[src/rtl/rv_pipe_pkg.sv]
// Shared pipeline types for the RISC-V core: widths, the bubble encoding,
// the fetch FSM state type and the IF/ID register payload.
package rv_pipe_pkg;

    localparam int XLEN = 32;
    localparam logic [XLEN-1:0] NOP_INSTR = 32'h0000_0013;

    typedef enum logic [1:0] {
        ISSUE   = 2'd0,
        WAIT    = 2'd1,
        HOLD    = 2'd2,
        DISCARD = 2'd3
    } fetch_state_t;

    typedef struct packed {
        logic [XLEN-1:0] pc;
        logic [XLEN-1:0] pc4;
        logic [XLEN-1:0] instr;
        logic            valid;
    } if_id_t;

    // A bubble keeps the PC fields of the current contents and only kills the instruction.
    function automatic if_id_t make_bubble(input if_id_t cur, input logic [XLEN-1:0] nop);
        if_id_t b;
        b       = cur;
        b.instr = nop;
        b.valid = 1'b0;
        return b;
    endfunction

endpackage

[src/rtl/fetch_stage_if_id_reg.sv]
// IF/ID pipeline register. Priority: rst > flush (bubble) > stall (hold) > load > bubble.
// The same pattern is meant to be reused for later pipeline registers.
module if_id_reg
    import rv_pipe_pkg::*;
#(
    parameter logic [XLEN-1:0] BUBBLE_INSTR = NOP_INSTR
) (
    input  logic   clk,
    input  logic   rst,
    input  logic   flush,
    input  logic   stall,
    input  logic   load,
    input  if_id_t d,
    output if_id_t q
);

    // Register update with flush/stall/load priority; idle cycles insert a bubble.
    always_ff @(posedge clk) begin
        if (rst) begin
            q <= '{pc: '0, pc4: '0, instr: BUBBLE_INSTR, valid: 1'b0};
        end else if (flush) begin
            q <= make_bubble(q, BUBBLE_INSTR);
        end else if (stall) begin
            q <= q;
        end else if (load) begin
            q <= d;
        end else begin
            q <= make_bubble(q, BUBBLE_INSTR);
        end
    end

endmodule

[src/rtl/fetch_stage.sv]
// Instruction-fetch stage: PC register, single-outstanding imem handshake
// (imem_req is a one-cycle request pulse, imem_rvalid a one-cycle response
// pulse at least one cycle later, never more than one request in flight),
// and the IF/ID register feeding decode.
// Optional macro FETCH_PERF_CNT_EN adds saturating stall/bubble/redirect counters.
module fetch_stage
    import rv_pipe_pkg::*;
#(
    parameter int              XLEN      = 32,
    parameter logic [XLEN-1:0] RESET_PC  = 32'h0000_0000,
    parameter logic [XLEN-1:0] NOP_INSTR = 32'h0000_0013
) (
    input  logic            clk,
    input  logic            rst,
    input  logic            PCWrite,
    input  logic            stall_IF_ID,
    input  logic            flush_IF_ID,
    input  logic            BRANCHTAKEN_EX,
    input  logic [XLEN-1:0] BRANCH_TARGET_EX,
    output logic            imem_req,
    output logic [XLEN-1:0] imem_addr,
    input  logic            imem_rvalid,
    input  logic [XLEN-1:0] imem_rdata,
    output logic [XLEN-1:0] PC_ID,
    output logic [XLEN-1:0] PC4_ID,
    output logic [XLEN-1:0] INSTR_ID,
    output logic            VALID_ID
`ifdef FETCH_PERF_CNT_EN
    ,
    output logic [31:0]     perf_stall_cycles,
    output logic [31:0]     perf_bubble_cycles,
    output logic [31:0]     perf_redirects
`endif
);

    fetch_state_t    state, state_nxt;
    logic [XLEN-1:0] pc, pc_nxt, pc_plus4, target, hold_instr;
    logic            redirect, ifid_load, hold_capture;
    if_id_t          ifid_data, ifid_q;

    // A redirect needs PCWrite; without it the PC may not change at all.
    assign redirect = BRANCHTAKEN_EX & PCWrite;
    assign target   = BRANCH_TARGET_EX & ~XLEN'(3);
    assign pc_plus4 = pc + XLEN'(4);

    // A redirect in ISSUE suppresses the request so the old PC is never fetched.
    assign imem_req  = (state == ISSUE) && !rst && !redirect;
    assign imem_addr = pc;

    // Next-state, next-PC and IF/ID load selection.
    always_comb begin
        state_nxt    = state;
        pc_nxt       = pc;
        ifid_load    = 1'b0;
        hold_capture = 1'b0;
        ifid_data    = '{pc: pc, pc4: pc_plus4, instr: imem_rdata, valid: 1'b1};
        if (redirect) begin
            pc_nxt = target;
            // A response still in flight must be swallowed before issuing again.
            if ((state == WAIT || state == DISCARD) && !imem_rvalid) begin
                state_nxt = DISCARD;
            end else begin
                state_nxt = ISSUE;
            end
        end else begin
            case (state)
                ISSUE: state_nxt = WAIT;
                WAIT: begin
                    if (imem_rvalid) begin
                        if (flush_IF_ID) begin
                            // Response dropped, PC unchanged: the same address is refetched.
                            state_nxt = ISSUE;
                        end else if (stall_IF_ID) begin
                            hold_capture = 1'b1;
                            state_nxt    = HOLD;
                        end else begin
                            ifid_load = 1'b1;
                            if (PCWrite) pc_nxt = pc_plus4;
                            state_nxt = ISSUE;
                        end
                    end
                end
                HOLD: begin
                    if (flush_IF_ID) begin
                        state_nxt = ISSUE;
                    end else if (!stall_IF_ID) begin
                        ifid_data.instr = hold_instr;
                        ifid_load       = 1'b1;
                        if (PCWrite) pc_nxt = pc_plus4;
                        state_nxt = ISSUE;
                    end
                end
                DISCARD: begin
                    if (imem_rvalid) state_nxt = ISSUE;
                end
                default: state_nxt = ISSUE;
            endcase
        end
    end

    // FSM state, PC and the hold register for responses that arrive during a stall.
    always_ff @(posedge clk) begin
        if (rst) begin
            state      <= ISSUE;
            pc         <= RESET_PC;
            hold_instr <= '0;
        end else begin
            state <= state_nxt;
            pc    <= pc_nxt;
            if (hold_capture) hold_instr <= imem_rdata;
        end
    end

    if_id_reg #(
        .BUBBLE_INSTR(NOP_INSTR)
    ) u_if_id (
        .clk  (clk),
        .rst  (rst),
        .flush(redirect | flush_IF_ID),
        .stall(stall_IF_ID),
        .load (ifid_load),
        .d    (ifid_data),
        .q    (ifid_q)
    );

    assign PC_ID    = ifid_q.pc;
    assign PC4_ID   = ifid_q.pc4;
    assign INSTR_ID = ifid_q.instr;
    assign VALID_ID = ifid_q.valid;

`ifdef FETCH_PERF_CNT_EN
    logic bubble_load;
    assign bubble_load = redirect | flush_IF_ID | (!stall_IF_ID & !ifid_load);

    // Saturating event counters.
    always_ff @(posedge clk) begin
        if (rst) begin
            perf_stall_cycles  <= '0;
            perf_bubble_cycles <= '0;
            perf_redirects     <= '0;
        end else begin
            if (stall_IF_ID && perf_stall_cycles != '1)  perf_stall_cycles  <= perf_stall_cycles + 32'd1;
            if (bubble_load && perf_bubble_cycles != '1) perf_bubble_cycles <= perf_bubble_cycles + 32'd1;
            if (redirect && perf_redirects != '1)        perf_redirects     <= perf_redirects + 32'd1;
        end
    end
`endif

endmodule

[config.mk]
export PLATFORM = sky130hd
export DESIGN_NAME = fetch_stage
export DESIGN_NICKNAME = d
export VERILOG_FILES = /design/src/rtl/rv_pipe_pkg.sv /design/src/rtl/fetch_stage_if_id_reg.sv /design/src/rtl/fetch_stage.sv
export SDC_FILE = /design/constraint.sdc
export NUM_CORES = 1
export LEC_CHECK = 0
export ABC_AREA = 1
export CAP_MARGIN = 10
export CORE_AREA = 8 8 181 183
export CTS_CLUSTER_SIZE = 28
export DETAILED_ROUTE_END_ITERATION = 8
export DIE_AREA = 0 0 189 191
export HOLD_SLACK_MARGIN = 0.1
export MAX_ROUTING_LAYER = met4
export SETUP_SLACK_MARGIN = 0.4
export SLEW_MARGIN = 20
export SYNTH_ARGS = -nofsm -noshare
export SYNTH_HDL_FRONTEND = slang
export SYNTH_SLANG_ARGS = --single-unit
export TNS_END_PERCENT = 1
[constraint.sdc]
create_clock -name clk -period 3.9 [get_ports clk]
set_clock_uncertainty 0.1 [all_clocks]
set_input_delay 0.78 -clock clk [delete_from_list [all_inputs] [get_ports clk]]
set_output_delay 0.78 -clock clk [all_outputs]
set_load 0.01 [all_outputs]
Yosys cells after proc, flatten, opt, wreduce, memory -nomap -nowiden
Cells that the tools add are included.

$add $sub $neg: 1. Eq/ne operators: 7. Multiplexer cells: 29. Bitwise gates (word level): 4. Reductions and logical operators: 16.

Operator list (number): 32-bit 2-to-1 mux (8); 32-bit case mux with 2 select lines (1); 33-bit 2-to-1 mux (1); 32-bit by 3-bit adder with 32-bit output, second input constant (1); 2-bit 2-to-1 mux (8); 1-bit 2-to-1 mux (9); 2-bit case mux with 4 select lines (1); 3-bit inequality test, second input constant (2); 3-bit AND reduction (2); 2-bit equality test, second input constant (2); 4-bit inequality test, second input constant (1); 2-bit AND reduction (2); 2-bit OR reduction (2); 1-bit logical AND (3); 1-bit zero test (3); 3-bit nonzero test (1); 2-bit by 1-bit equality test with 1-bit output, second input constant (1); 2-bit zero test (1); 2-bit inequality test, second input constant (1); 1-bit NOT (2); 1-bit case mux with 2 select lines (1); 2-bit nonzero test (1); 1-bit AND (1); 1-bit logical OR (1); 1-bit bitwise OR (1).

Register bits after elaboration: 163. Bits of input ports: 71. Output and inout bits: 130. Word-level logic and storage cells: 65.

Longest topological paths before layout
Word-level depth: 7. Depth in mapped cells: 11. Depth with buffers taken out: 10.

Modules after synthesis
From an unflattened synthesis, not the netlist that was laid out.

Cells, all modules: 1189. Area total of the unflattened synthesis: 8086.5 um^2.

Modules (own cells, without submodules): fetch_stage (times used 1, cells an instance 622, area each 4067.7 um^2); if_id_reg (times used 1, cells an instance 567, area each 4018.9 um^2).

Worst setup path before layout
Ideal clock, no wire load.

Path type: input -> output. Start point: input rst. End point: output imem_req. Data arrival time: 1.512 ns. Slack: 1.508 ns. Stages on the path: 5. Buffers on the path: 2. Path through: buf_2 > clkinv_1 > buf_1 > nand2_1 > nor2_1.

Word-level cells in the longest chain between the ends: 3.

Ends and longest elaborated chain: start, declared (RTL line fetch_stage.sv:14) `input logic rst,`; 1-bit zero test (RTL line fetch_stage.sv:47) `assign imem_req = (state == ISSUE) && !rst && !redirect;`; 1-bit logical AND (2 in a row) (RTL line fetch_stage.sv:47); end, declared (RTL line fetch_stage.sv:20) `output logic imem_req,`.

No other way between the ends.

Final worst setup path
Start point: input BRANCHTAKEN_EX. End point: output imem_req.

Word-level cells in the longest chain between the ends: 3.

Ends and longest elaborated chain: start, declared (RTL line fetch_stage.sv:18) `input logic BRANCHTAKEN_EX,`; 1-bit AND (RTL line fetch_stage.sv:42) `assign redirect = BRANCHTAKEN_EX & PCWrite;`; 1-bit zero test (RTL line fetch_stage.sv:47); 1-bit logical AND (RTL line fetch_stage.sv:47).

No other way between the ends.

==> reports/qor.txt <==
flops & latches, synth = 157
CP Max Fanout = 12
Relative slew margins = 0.299
Crit. End Element = primary output
area leader, netlist = dfxtp_1
fmax = 326 MHz
final setup margin = 0.835 ns
Bufs on Longest Clock Path = 2
DRT antenna net count = 0
TritonRoute pass-1 iters = 5
CTS tree = yes
vias in the first global route = 6641
clock-pin slew on the worst setup and hold paths = 0.06 ns
TritonCTS Sinks = 157
Yosys warnings = 0
syn_area_per_cell = 7.21 um2
fillers = 3224
Port Buffers = 192
first-pass GRT wire length = 39700 um
power per cell area = 398 nW/um2
GR met3 Demand/Resource = 0.0575
Setup Fix Bufs, Post-CTS = 0
Setup crit start kind = input port
# IOs = 201
core box area = 30000 um2
GPL Wtd Cong = 0.779
synthesis-to-finish area growth = 35.9%
setup TNS = 0 ns
GRT Overall Usage = 0.144
Post-Syn Area = 7320 um2
initial cell density of the core = 0.244
status = completed
Syn Inst Count = 1015
die width = 189 um
worst-skew pair later-pin latency = 0.42 ns
actual transition at the worst max-transition pin = 1.05 ns
vias = 6932
dpl ws = 0.656 ns
pin count of the biggest net entering global routing = 99
die area = 36100 um2
leakage = 3.83 nW
# setup viols final = 0
number of synthesized flops with an enable pin = 0
Seq/Total Area, Yosys = 0.430
synth unique cells = 37
Top FF cell, synth = dfxtp_1
largest cells by area after synthesis = dfxtp_1 43%, nand2_1 10%, a21oi_1 8.8%, o21ai_0 8.1%, nor2_1 8.0%
Final Hold Fails = 0
initial antenna violation count = 1
chip height = 191 um
final layout net count = 1229
fin. max-slew vios = 0
GR Layer Usage met1 = 0.168
WS Path Type = input port to primary output
Max H-tree Level = 4
met2 Track Usage GR = 0.232
DR vias/cell = 4.44
final worst path period share = 0.786
CTS Buf Count = 17
area of the multi-input gates = 3440 um2
share of cells above drive strength 1 = 0.0687
hpwl dp = 17900 um
FF+latch area = 3140 um2
Min-Delay Path Class = flop to flop
FP Rows = 64
CP Data Required Time = 3.02 ns
gr ovfl total = 0
Period minus WS final = 3.07 ns
Routed WL per cell = 16.5 um
post-synth top area share = 0.430
# DRC = 0
drt initial violations = 410
CTS resizes = 0
RSZ-0062 raised after global routing = false
CTS hold repair buffers = 0
Peak VDD IR = 0.000236 V
Max Cap Violations = 0
Power, Total = 0.00396 W
Total Wirelength = 25800 um
Worst EP arrival = 2.19 ns
clk root buf = clkbuf_16
Top Usage Layer GRT = met2
async set-or-reset flop fraction in the synthesized netlist = 0
per-layer routing:
layer / up-vias / routed length, um / part of all wire
met4: 0 / 143 / 0.0055
li1: 3519 / - / -
met2: 177 / 12200 / 0.47
met5: - / 0 / 0
met1: 3220 / 11300 / 0.44
met3: 16 / 2250 / 0.087
power by group:
group          leakage [nW]  internal (W)  switching (W)
logic                  2.27      0.000204       0.000244
clock network         0.292       0.00103       0.000770
registers              1.27       0.00165      0.0000637
total                  3.83       0.00288        0.00108
per-stage QoR:
step	hold WS [ns]	instance area [um2]	util	std cells
after detailed placement	0.348	9310	0.310	1529
after floorplan	0.330	7330	-	1020
after CTS	0.359	9940	0.331	1561
after global placement	0.340	9310	0.310	1529
final	0.352	9940	0.331	1562
after global routing	0.381	9940	0.331	1562
path summary, 6_finish.rpt:
| kind | from | endpoint | slack, ns | depth (start not counted) |
|---|---|---|---|---|
| max reg2reg | state[1] | u_if_id.q[29] | 1.53 | 9 |
| min reg2reg | hold_instr[2] | hold_instr[2] | 0.35 | 2 |
| max | BRANCHTAKEN_EX | imem_req | 0.83 | 5 |
| min | hold_instr[2] | hold_instr[2] | 0.35 | 2 |
critical path, stage by stage:
cell,delay [ns]
clkdlybuf4s50_1,0.47
nand2_4,0.19
inv_2,0.05
nor2_1,0.09
clkdlybuf4s50_1,0.59
flip-flops by register name, summed over array words and instances, names as in the netlist:
name,cells
u_if_id.q,93
hold_instr,32
imem_addr,30
state,2
cell usage after synthesis (2+ instances only):
| cell type | count |
|---|---|
| a21oi_1 | 128 |
| and2_1 | 3 |
| buf_1 | 2 |
| buf_2 | 17 |
| buf_4 | 45 |
| buf_6 | 4 |
| clkbuf_1 | 27 |
| dfxtp_1 | 157 |
| ha_1 | 6 |
| inv_1 | 41 |
| inv_2 | 5 |
| nand2_1 | 199 |
| nand2_2 | 6 |
| nand2_4 | 2 |
| nand3_1 | 13 |
| nand3b_1 | 8 |
| nor2_1 | 155 |
| nor2_2 | 6 |
| nor2_4 | 7 |
| nor3_1 | 2 |
| o21a_1 | 20 |
| o21ai_0 | 119 |
| o21ai_1 | 17 |
| or2_0 | 2 |
| xnor2_1 | 2 |
| xor2_1 | 11 |
cell type report:
cell class	count	area share
clock inverter	15	0.0201
tap	396	0.0498
antenna	1	0.000252
inverter	48	0.0182
clock buffer	17	0.0428
timing repair buffer	208	0.207
multi-input combinational	720	0.346
sequential	157	0.316
placed cells by master (no fill, tap or decap), types with 2 or more instances in the layout:
cell,n
clkinvlp_4,4
ha_1,6
nand3_1,13
xnor2_1,2
nor2_4,7
buf_4,15
conb_1,6
a21oi_1,128
and2_1,3
nor2_2,6
o21ai_0,119
clkdlybuf4s50_1,192
clkbuf_16,17
nand2_1,199
nor3_1,2
bufinv_16,3
xor2_1,11
dfxtp_1,157
nand2_2,6
nand2_4,2
or2_0,2
nand3b_1,8
o21ai_1,17
nor2_1,155
inv_2,6
inv_6,5
inv_1,41
o21a_1,20
logic make-up (layout without fill, tap and decap cells):
| group | count (synthesis) | in the layout | share of synthesized area |
|---|---|---|---|
| simple gates | 408 | 408 | 0.237 |
| other cells | 1 | 7 | 0.000513 |
| flops | 157 | 157 | 0.430 |
| buf+inv | 143 | 288 | 0.104 |
| fa+ha+maj | 6 | 6 | 0.0103 |
| xor+xnor | 13 | 13 | 0.0156 |
| compound gates | 287 | 287 | 0.204 |
No activity file was read; power rests on OpenSTA's default activity.
